## config.mk

```make
export PLATFORM = sky130hd
export DESIGN_NAME = dbg_halt_ctrl_flat
export DESIGN_NICKNAME = d
export VERILOG_FILES = /design/src/rtl/dbg_halt_ctrl_pkg.sv /design/src/rtl/dbg_halt_ctrl_if.sv /design/src/rtl/dbg_halt_ctrl_addr_window_cmp.sv /design/src/rtl/dbg_halt_ctrl.sv /design/src/flat_wrapper.sv
export SDC_FILE = /design/constraint.sdc
export NUM_CORES = 1
export LEC_CHECK = 0
export CAP_MARGIN = 0
export CELL_PAD_IN_SITES_DETAIL_PLACEMENT = 1
export CELL_PAD_IN_SITES_GLOBAL_PLACEMENT = 2
export CORE_MARGIN = 2
export CORE_UTILIZATION = 25
export CTS_BUF_LIST = sky130_fd_sc_hd__clkbuf_2 sky130_fd_sc_hd__clkbuf_4 sky130_fd_sc_hd__clkbuf_8
export CTS_CLUSTER_DIAMETER = 100
export CTS_CLUSTER_SIZE = 40
export DETAILED_ROUTE_END_ITERATION = 16
export GPL_TIMING_DRIVEN = 0
export PLACE_DENSITY = 0.87
export SLEW_MARGIN = 20
export SYNTH_ARGS = -nofsm -noshare
export SYNTH_HDL_FRONTEND = slang
export SYNTH_SLANG_ARGS = --single-unit
```

## constraint.sdc

```tcl
create_clock -name clk_i -period 3.2 [get_ports clk_i]
set_clock_uncertainty 0.05 [all_clocks]
set_input_delay 0.64 -clock clk_i [delete_from_list [all_inputs] [get_ports clk_i]]
set_output_delay 0.64 -clock clk_i [all_outputs]
set_load 0.03 [all_outputs]
```

## src/rtl/dbg_halt_ctrl_pkg.sv

```systemverilog
// Shared types and constants for the debug halt/resume sequencer.
// Latency: n/a (declarations only).
// Backpressure: n/a.
// Contents: dbg_state_e FSM encoding, default debug-ROM window matching the
// SoC memory map, and a small max helper for counter sizing.
package dbg_ctrl_pkg;

   typedef enum logic [2:0] {
      BOOT,
      RUN,
      REQ,
      HALTED,
      RESUME
   } dbg_state_e;

   // Debug-ROM window as placed in the SoC memory map.
   localparam logic [31:0] DM_BASE_DEFAULT = 32'h1A11_0800;
   localparam logic [31:0] DM_SIZE_DEFAULT = 32'h0000_0800;

   function automatic int unsigned max_u(input int unsigned a, input int unsigned b);
      return (a > b) ? a : b;
   endfunction

endpackage

```

## src/rtl/dbg_halt_ctrl_if.sv

```systemverilog
// Bundle of host commands, core fetch-address feedback and core control lines.
// Latency: n/a (wires only).
// Backpressure: none; commands are level-sampled every cycle.
// Modports: slave  = the sequencer (takes commands + fetch address, drives core controls)
//           master = host/SoC side (drives commands + fetch address, observes status)
interface dbg_halt_ctrl_if;

   logic        halt_req_i;
   logic        resume_req_i;
   logic        clear_err_i;
   logic [31:0] core_instr_addr_i;
   logic        fetch_enable_o;
   logic        debug_req_o;
   logic        resume_o;
   logic        halted_o;
   logic        timeout_o;

   modport slave (
      input  halt_req_i,
      input  resume_req_i,
      input  clear_err_i,
      input  core_instr_addr_i,
      output fetch_enable_o,
      output debug_req_o,
      output resume_o,
      output halted_o,
      output timeout_o
   );

   modport master (
      output halt_req_i,
      output resume_req_i,
      output clear_err_i,
      output core_instr_addr_i,
      input  fetch_enable_o,
      input  debug_req_o,
      input  resume_o,
      input  halted_o,
      input  timeout_o
   );

endinterface

```

## src/rtl/dbg_halt_ctrl_addr_window_cmp.sv

```systemverilog
// Address-window decode: flags addr_i inside [BASE, BASE+SIZE), unsigned.
// Latency: combinational, zero cycles.
// Backpressure: none.
// Ports: addr_i (address under test), in_win_o (1 when inside the window).
module addr_window_cmp #(
   parameter int unsigned           ADDR_W = 32,
   parameter logic [ADDR_W-1:0]     BASE   = '0,
   parameter logic [ADDR_W-1:0]     SIZE   = '0
) (
   input  logic [ADDR_W-1:0] addr_i,
   output logic              in_win_o
);

   // One extra bit so a window ending exactly at the top of the address
   // space still compares correctly.
   localparam logic [ADDR_W:0] LIMIT = {1'b0, BASE} + {1'b0, SIZE};

   assign in_win_o = (addr_i >= BASE) && ({1'b0, addr_i} < LIMIT);

endmodule

```

## src/rtl/dbg_halt_ctrl.sv

```systemverilog
// Debug-request sequencer: boot fetch delay, held halt/resume requests, ROM-window confirmation, timeout.
// Latency: all outputs registered; a command sampled at edge N is visible after edge N.
// Backpressure: none; commands are level-sampled and ignored in states that cannot accept them.
// Ports: clk_i, rst_ni (async active-low); bus (slave modport) carries host commands,
//        core fetch address, and fetch_enable/debug_req/resume/halted/timeout outputs.
module dbg_halt_ctrl
   import dbg_ctrl_pkg::*;
#(
   parameter int unsigned BOOT_CYCLES = 4,
   parameter int unsigned TIMEOUT     = 16,
   parameter logic [31:0] DM_BASE     = DM_BASE_DEFAULT,
   parameter logic [31:0] DM_SIZE     = DM_SIZE_DEFAULT
) (
   input  logic           clk_i,
   input  logic           rst_ni,
   dbg_halt_ctrl_if.slave bus
);

   localparam int unsigned      CNT_W     = $clog2(max_u(BOOT_CYCLES, TIMEOUT) + 1);
   localparam logic [CNT_W-1:0] CNT_MAX   = '1;
   localparam logic [CNT_W-1:0] BOOT_LAST = CNT_W'(BOOT_CYCLES - 1);
   localparam logic [CNT_W-1:0] TMO_LAST  = CNT_W'(TIMEOUT - 1);

   dbg_state_e       state_q,     state_d;
   logic [CNT_W-1:0] cnt_q,       cnt_d;
   logic             fetch_en_q,  fetch_en_d;
   logic             debug_req_q, debug_req_d;
   logic             resume_q,    resume_d;
   logic             halted_q,    halted_d;
   logic             timeout_q,   timeout_d;

   logic             in_rom;
   logic             tmo_set;
   logic [CNT_W-1:0] cnt_inc;

   addr_window_cmp #(
      .ADDR_W (32),
      .BASE   (DM_BASE),
      .SIZE   (DM_SIZE)
   ) u_rom_win (
      .addr_i   (bus.core_instr_addr_i),
      .in_win_o (in_rom)
   );

   // State and output registers.
   always_ff @(posedge clk_i or negedge rst_ni) begin
      if (!rst_ni) begin
         state_q     <= BOOT;
         cnt_q       <= '0;
         fetch_en_q  <= 1'b0;
         debug_req_q <= 1'b0;
         resume_q    <= 1'b0;
         halted_q    <= 1'b0;
         timeout_q   <= 1'b0;
      end else begin
         state_q     <= state_d;
         cnt_q       <= cnt_d;
         fetch_en_q  <= fetch_en_d;
         debug_req_q <= debug_req_d;
         resume_q    <= resume_d;
         halted_q    <= halted_d;
         timeout_q   <= timeout_d;
      end
   end

   // Next-state and next-output logic.
   always_comb begin
      state_d     = state_q;
      cnt_d       = cnt_q;
      fetch_en_d  = fetch_en_q;
      debug_req_d = debug_req_q;
      resume_d    = resume_q;
      halted_d    = halted_q;
      tmo_set     = 1'b0;
      // Saturating increment: the counter never wraps back to zero.
      cnt_inc     = (cnt_q == CNT_MAX) ? cnt_q : cnt_q + CNT_W'(1);

      unique case (state_q)
         BOOT: begin
            cnt_d = cnt_inc;
            if (cnt_q == BOOT_LAST) begin
               state_d    = RUN;
               fetch_en_d = 1'b1;
            end
         end
         RUN: begin
            // Host halt takes priority over an ebreak that lands in the ROM.
            if (bus.halt_req_i) begin
               state_d     = REQ;
               debug_req_d = 1'b1;
               cnt_d       = '0;
            end else if (in_rom) begin
               state_d  = HALTED;
               halted_d = 1'b1;
            end
         end
         REQ: begin
            if (in_rom) begin
               state_d     = HALTED;
               debug_req_d = 1'b0;
               halted_d    = 1'b1;
            end else if (cnt_q == TMO_LAST) begin
               state_d     = RUN;
               debug_req_d = 1'b0;
               tmo_set     = 1'b1;
            end else begin
               cnt_d = cnt_inc;
            end
         end
         HALTED: begin
            if (bus.resume_req_i) begin
               state_d  = RESUME;
               resume_d = 1'b1;
               cnt_d    = '0;
            end
         end
         RESUME: begin
            if (!in_rom) begin
               state_d  = RUN;
               resume_d = 1'b0;
               halted_d = 1'b0;
            end else if (cnt_q == TMO_LAST) begin
               // Core never left the ROM: it is still halted.
               state_d  = HALTED;
               resume_d = 1'b0;
               tmo_set  = 1'b1;
            end else begin
               cnt_d = cnt_inc;
            end
         end
         default: begin
            state_d = BOOT;
         end
      endcase

      // A fresh timeout event beats a simultaneous clear.
      timeout_d = tmo_set | (timeout_q & ~bus.clear_err_i);
   end

   // Outputs come straight from registers.
   assign bus.fetch_enable_o = fetch_en_q;
   assign bus.debug_req_o    = debug_req_q;
   assign bus.resume_o       = resume_q;
   assign bus.halted_o       = halted_q;
   assign bus.timeout_o      = timeout_q;

endmodule

```

## src/flat_wrapper.sv

```systemverilog
// flat-port wrapper written by rule: the top's interface ports become plain ports
module dbg_halt_ctrl_flat import dbg_ctrl_pkg::*;
#(
   parameter int unsigned BOOT_CYCLES = 4,
   parameter int unsigned TIMEOUT     = 16,
   parameter logic [31:0] DM_BASE     = DM_BASE_DEFAULT,
   parameter logic [31:0] DM_SIZE     = DM_SIZE_DEFAULT
)
  (clk_i, rst_ni, bus_halt_req_i, bus_resume_req_i, bus_clear_err_i, bus_core_instr_addr_i, bus_fetch_enable_o, bus_debug_req_o, bus_resume_o, bus_halted_o, bus_timeout_o);
  dbg_halt_ctrl_if bus_i ();
  input  logic clk_i;
  input  logic rst_ni;
  input wire logic [$bits(bus_i.halt_req_i)-1:0] bus_halt_req_i;
  input wire logic [$bits(bus_i.resume_req_i)-1:0] bus_resume_req_i;
  input wire logic [$bits(bus_i.clear_err_i)-1:0] bus_clear_err_i;
  input wire logic [$bits(bus_i.core_instr_addr_i)-1:0] bus_core_instr_addr_i;
  output wire logic [$bits(bus_i.fetch_enable_o)-1:0] bus_fetch_enable_o;
  output wire logic [$bits(bus_i.debug_req_o)-1:0] bus_debug_req_o;
  output wire logic [$bits(bus_i.resume_o)-1:0] bus_resume_o;
  output wire logic [$bits(bus_i.halted_o)-1:0] bus_halted_o;
  output wire logic [$bits(bus_i.timeout_o)-1:0] bus_timeout_o;
  assign bus_i.halt_req_i = bus_halt_req_i;
  assign bus_i.resume_req_i = bus_resume_req_i;
  assign bus_i.clear_err_i = bus_clear_err_i;
  assign bus_i.core_instr_addr_i = bus_core_instr_addr_i;
  assign bus_fetch_enable_o = bus_i.fetch_enable_o;
  assign bus_debug_req_o = bus_i.debug_req_o;
  assign bus_resume_o = bus_i.resume_o;
  assign bus_halted_o = bus_i.halted_o;
  assign bus_timeout_o = bus_i.timeout_o;
  dbg_halt_ctrl #(.BOOT_CYCLES(BOOT_CYCLES), .TIMEOUT(TIMEOUT), .DM_BASE(DM_BASE), .DM_SIZE(DM_SIZE)) u_core (.clk_i(clk_i), .rst_ni(rst_ni), .bus(bus_i));
endmodule
```

## Word level (Yosys, flattened, before mapping)

Index checks and enable logic that the tools add are counted.

- Bitwise logic cells: 3
- $add $sub $neg: 1
- Equality and inequality tests: 17
- Multiplexer cells: 31
- Order comparisons: 2
- Reductions and logical operators: 12
- Shift operators: 0
- Div/mod/pow operators: 0
- Multipliers: 0

Operators by type and width:

| operator | count |
|---|---|
| 32-bit by 29-bit greater-or-equal comparator with 1-bit output (second input constant) | 1 |
| 32-bit by 29-bit less-than comparator with 1-bit output (second input constant) | 1 |
| 5-bit two-way mux | 6 |
| 5-bit case mux with 5 select lines | 1 |
| 3-bit two-way mux | 8 |
| 3-bit case mux with 5 select lines | 1 |
| 1-bit two-way mux | 11 |
| 2-bit != test (second input constant) | 5 |
| 5-bit AND reduction | 2 |
| 3-bit AND reduction | 3 |
| 3-bit by 2-bit == test with 1-bit output (second input constant) | 2 |
| 1-bit case mux with 2 select lines | 3 |
| 5-bit by 1-bit adder with 5-bit output (second input constant) | 1 |
| 5-bit by 2-bit == test with 1-bit output (second input constant) | 1 |
| 5-bit by 4-bit == test with 1-bit output (second input constant) | 1 |
| 5-bit == test (second input constant) | 1 |
| 5-bit nonzero test | 1 |
| 2-bit by 1-bit != test with 1-bit output (second input constant) | 2 |
| 2-bit nonzero test | 2 |
| 3-bit by 1-bit == test with 1-bit output (second input constant) | 1 |
| 3-bit == test (second input constant) | 1 |
| 3-bit logical NOT | 1 |
| 3-bit by 1-bit != test with 1-bit output (second input constant) | 1 |
| 3-bit by 2-bit != test with 1-bit output (second input constant) | 1 |
| other kinds (8) | 8 |

- Memory bits (read-only): 0
- Bits in latches: 0
- Memory bits (writable): 0
- Output and inout port bits: 5
- Register bits after elaboration: 13
- Input port bits: 37
- Word-level logic and storage cells: 73
- Memories kept: 0

## Logic depth before layout (Yosys ltp)

- Depth after elaboration: 5
- Gate-level depth with buffers: 8
- Mapped depth without buffers: 8

## Hierarchy

From an unflattened synthesis, not the netlist that was laid out.

- Cells, all modules: 97
- Area, all modules: 868.3 um2

By module, submodules not included:

| module | area each (um2) | cells an instance | times used |
|---|---|---|---|
| dbg_halt_ctrl | 802.0 | 88 | 1 |
| addr_window_cmp | 66.3 | 9 | 1 |

## Worst setup path before layout

OpenSTA, ideal clock, no wires.

- Path type: register to register
- From: reg u_core.cnt_q[0]
- To: reg u_core.cnt_q[0]
- Cell stages (with the launch flop): 8
- Buffers on the path: 1
- Setup slack: 841 ps
- Data arrival time: 2,181 ps
- Required time: 3,022 ps
- Library setup time: 128 ps
- Cells stage by stage: dfrtp_1 -> ha_1 -> and3_1 -> ha_1 -> clkbuf_1 -> or4_4 -> a31oi_4 -> mux2_1

- Word-level cells in the longest chain between the ends: 5

Ends and longest elaborated chain:

| element | RTL line | RTL |
|---|---|---|
| from (decl) | dbg_halt_ctrl.sv:25 | `logic [CNT_W-1:0] cnt_q, cnt_d;` |
| from (signal assigned) | dbg_halt_ctrl.sv:57 | `cnt_q <= cnt_d;` |
| 5-bit by 1-bit adder with 5-bit output / 5-bit == test (equally long branches) | dbg_halt_ctrl.sv:76 | `cnt_inc = (cnt_q == CNT_MAX) ? cnt_q : cnt_q + CNT_W'(1);` |
| 5-bit two-way mux | dbg_halt_ctrl.sv:76 |  |
| 5-bit two-way mux | dbg_halt_ctrl.sv:102, dbg_halt_ctrl.sv:122 |  |
| 5-bit two-way mux, on equally long branches | dbg_halt_ctrl.sv:118, dbg_halt_ctrl.sv:98 |  |
| 5-bit case mux with 5 select lines (*) | dbg_halt_ctrl.sv:78 | `unique case (state_q)` |

Every way passes the cells marked *; elsewhere a longest branch is shown, timed or not. The select of a mux whose other input is x is not followed.
A chain may end at the register's enable or synchronous reset.

## Worst setup path after layout

- From: in bus_core_instr_addr_i[24]
- To: reg u_core.cnt_q[0]

- Word-level cells in the longest chain between the ends: 4

Ends and longest elaborated chain:

| element | RTL line | RTL |
|---|---|---|
| from (decl) | flat_wrapper.sv:16 | `input wire logic [$bits(bus_i.core_instr_addr_i)-1:0] bus_core_instr_addr_i;` |
| 32-bit by 29-bit greater-or-equal comparator with 1-bit output / 32-bit by 29-bit less-than comparator with 1-bit output (equally long branches) | dbg_halt_ctrl_addr_window_cmp.sv:18 | `assign in_win_o = (addr_i >= BASE) && ({1'b0, addr_i} < LIMIT);` |
| 1-bit logical AND (*) | dbg_halt_ctrl_addr_window_cmp.sv:18 |  |
| 2-bit by 1-bit != test with 1-bit output (no source line) / 2-bit != test (equally long branches) | -- |  |
| 5-bit AND reduction (no source line) (*) | -- |  |

Every way passes the cells marked *; elsewhere a longest branch is shown, timed or not.

==> results.py <==
metrics = {
    "cts": {
        "cts_tree": "yes",
        "cts-hold-fix-buffers": 0,
        "cts_setup_buffers": 0,
        "clk_path_buf_depth": 2,
        "post_cts_resized": 0,
        "clk_latency_ns": 0.25,
        "clock_sinks": 13,
        "cts_buffers": 3,
        "htreeDepth": 1,
        "cts.clk_slew.worst_paths_ns": 0.06,
        "clockRootBuffer": "clkbuf_8",
    },
    "status": {
        "outcome": "completed",
    },
    "timing": {
        "finalCritPeriodShare": 0.874,
        "setup_tns_ns": 0,
        "setup_viol": 0,
        "rsz0062_at_grt": "false",
        "fin_crit_ns": 2.80,
        "max_slew_margin": 0.577,
        "tightest_slew_ns": 0.632,
        "slew_violations": 0,
        "fmax_mhz": 358,
        "hold_viol_final": 0,
    },
    "detailed_routing": {
        "viasPerCell": 5.18,
        "first_iter_violations": 21,
        "wirelength_um": 3090,
        "final_antenna_net_count": 0,
        "vias": 1010,
        "routedWlPerCell_um": 15.8,
        "drt_pre_antenna_iters": 4,
        "drc": 0,
    },
    "critical_path": {
        "worstPathRequired_ns": 3.28,
        "cp_max_fo": 8,
        "end_kind": "flop",
        "arrival_ns": 2.87,
        "worstSetupStartpointType": "input port",
        "reg2reg_slack_ns": 0.60,
        "path_class": "input port to flop",
    },
    "floorplanning": {
        "die_w_um": 67.4,
        "rows": 23,
        "die_y_um": 67.4,
        "core_um2": 3940,
        "ios": 42,
        "initial_core_util": 0.255,
        "dieArea_um2": 4540,
    },
    "layout": {
        "syn_to_final_growth_pct": 41.0,
        "final_cell_mix": "clkdlybuf4s50_1 (30), dfrtp_1 (13), nor2_1 (10)",
        "drive_gt1_frac": 0.110,
        "final_common_cell": "clkdlybuf4s50_1",
        "antenna_cells_inserted": 0,
        "nNetsFinal": 186,
        "fin_area_um2": 1420,
        "fillCellCount": 449,
    },
    "synth": {
        "synth_cells": 111,
        "synth-edff-count": 0,
        "synth_area_per_cell_um2": 9.04,
        "synth_warnings": 0,
        "synth_fa_ha_area_frac": 0.0374,
        "synth-seq-area-share": 0.324,
        "synth-seq-cells": 13,
        "synthMuxAreaShare": 0.0636,
        "synth-compound-area-share": 0.259,
        "ys_types": 45,
        "syn_area_um2": 1000,
        "synthFlopType": "dfrtp_1",
        "synth_top_family_by_area": "simple AND/OR/NAND/NOR gates",
        "synth_simple_gate_area_frac": 0.282,
        "synth_xor_area_frac": 0,
        "ys_async_sr_fraction": 1.00,
        "syn_nets": 151,
    },
    "power": {
        "cellLeakagePower_nw": 0.565,
        "peakVddDrop_mv": 0.296,
        "p_per_area_nw_per_um2": 685,
    },
    "global_routing": {
        "gr-total-overflow": 0,
        "grt_max_degree": 14,
        "grt_pass1_wl_um": 5180,
        "antenna_found_initial": 0,
        "grtUsageTotal": 0.148,
        "grt_pass1_vias": 1082,
    },
    "placement": {
        "gp_congestion": 0.771,
        "port_buffers": 30,
        "dpl-instance-area_um2": 1370,
        "dp_hpwl_um": 2400,
    },
    "worst_hold_path": {
        "hp-class": "flop to flop",
    },
    "job": {
        "maxCapViolCount": 0,
    },
}
==> final timing paths <==
path,from,to,cells past startpoint
setup / recovery,bus_core_instr_addr_i[24],u_core.cnt_q[0],6
hold / removal,u_core.bus.fetch_enable_o,u_core.bus.fetch_enable_o,1
setup reg to reg,u_core.cnt_q[0],u_core.cnt_q[0],7
hold reg to reg,u_core.bus.fetch_enable_o,u_core.bus.fetch_enable_o,1
max in group asynchronous,rst_ni,u_core.cnt_q[0],1
min in group asynchronous,rst_ni,u_core.state_q[0],1
==> Yosys cell counts, types with 2 or more instances <==
| library cell | n | area (µm²) |
|---|---|---|
| nor4b_2 | 2 | 30.0 |
| o21ai_0 | 5 | 25.0 |
| dfrtp_1 | 13 | 325 |
| o22ai_1 | 2 | 12.5 |
| o31ai_1 | 2 | 15.0 |
| inv_1 | 5 | 18.8 |
| a21oi_1 | 6 | 30.0 |
| nor2b_1 | 3 | 18.8 |
| and3_1 | 2 | 12.5 |
| a21o_1 | 2 | 15.0 |
| nand3_1 | 5 | 25.0 |
| o211ai_1 | 2 | 15.0 |
| ha_1 | 3 | 37.5 |
| mux2_1 | 3 | 33.8 |
| o41ai_1 | 2 | 17.5 |
| nor3_1 | 3 | 15.0 |
| nand2_1 | 8 | 30.0 |
| a211o_1 | 2 | 17.5 |
| mux2i_1 | 3 | 30.0 |
| nor2_1 | 10 | 37.5 |
| clkbuf_1 | 4 | 15.0 |
==> final cells by class <==
cell class	count	area [µm²]	area share
clock buffers	4	48.8	0.0345
plain buffers	4	15.0	0.0106
flip-flops and latches	13	325	0.230
well taps	50	62.6	0.0442
repair buffers	30	300	0.212
multi-input cells	89	644	0.455
inverters	5	18.8	0.0133
==> metrics by stage <==
step | util | std cells | hold slack [ns] | setup WS (ns) | power (mW)
after floorplan | - | 111 | 0.294 | 0.841 | 0.635
after global placement | 0.347 | 191 | 0.404 | 0.257 | 0.779
after detailed placement | 0.347 | 191 | 0.408 | 0.160 | 0.803
after CTS | 0.359 | 195 | 0.422 | 0.423 | 0.971
after global routing | 0.359 | 195 | 0.448 | 0.328 | 1.04
final | 0.359 | 195 | 0.419 | 0.403 | 0.969
==> logic make-up (layout without fill, tap and decap cells) <==
group,after synthesis,count (layout)
multiplexers,6,6
flip-flops,13,13
AO/OA/AOI/OAI,35,35
AND/OR/NAND/NOR,45,45
buffers and inverters,9,43
adder cells (fa/ha/maj),3,3
==> worst max-delay path: stages <==
cell             delay (ns)
clkdlybuf4s50_1        0.45
nor4b_2                0.39
nand4_2                0.30
or4_4                  0.51
a31oi_4                0.23
mux2_1                 0.35
==> sequential cells by signal (all words and copies together), names as in the netlist <==
signal                     cells
u_core.cnt_q                   5
u_core.state_q                 3
u_core.bus.timeout_o           1
u_core.bus.resume_o            1
u_core.bus.fetch_enable_o      1
u_core.bus.debug_req_o         1
u_core.bus.halted_o            1
==> layer usage <==
layer,GRT usage,part of all wire
met1,0.178,0.43
met2,0.283,0.54
met3,0.0217,0.024
met4,0.0153,0.0032
met5,0,0
==> power breakdown <==
part | total (mW) | switching [mW] | internal (mW) | leakage (nW)
clock network | 0.163 | 0.0667 | 0.0966 | 0.0262
registers | 0.264 | 0.0493 | 0.215 | 0.159
logic | 0.541 | 0.307 | 0.234 | 0.380
total | 0.969 | 0.423 | 0.546 | 0.565
Note: power is estimated with default switching activity, not from simulation.
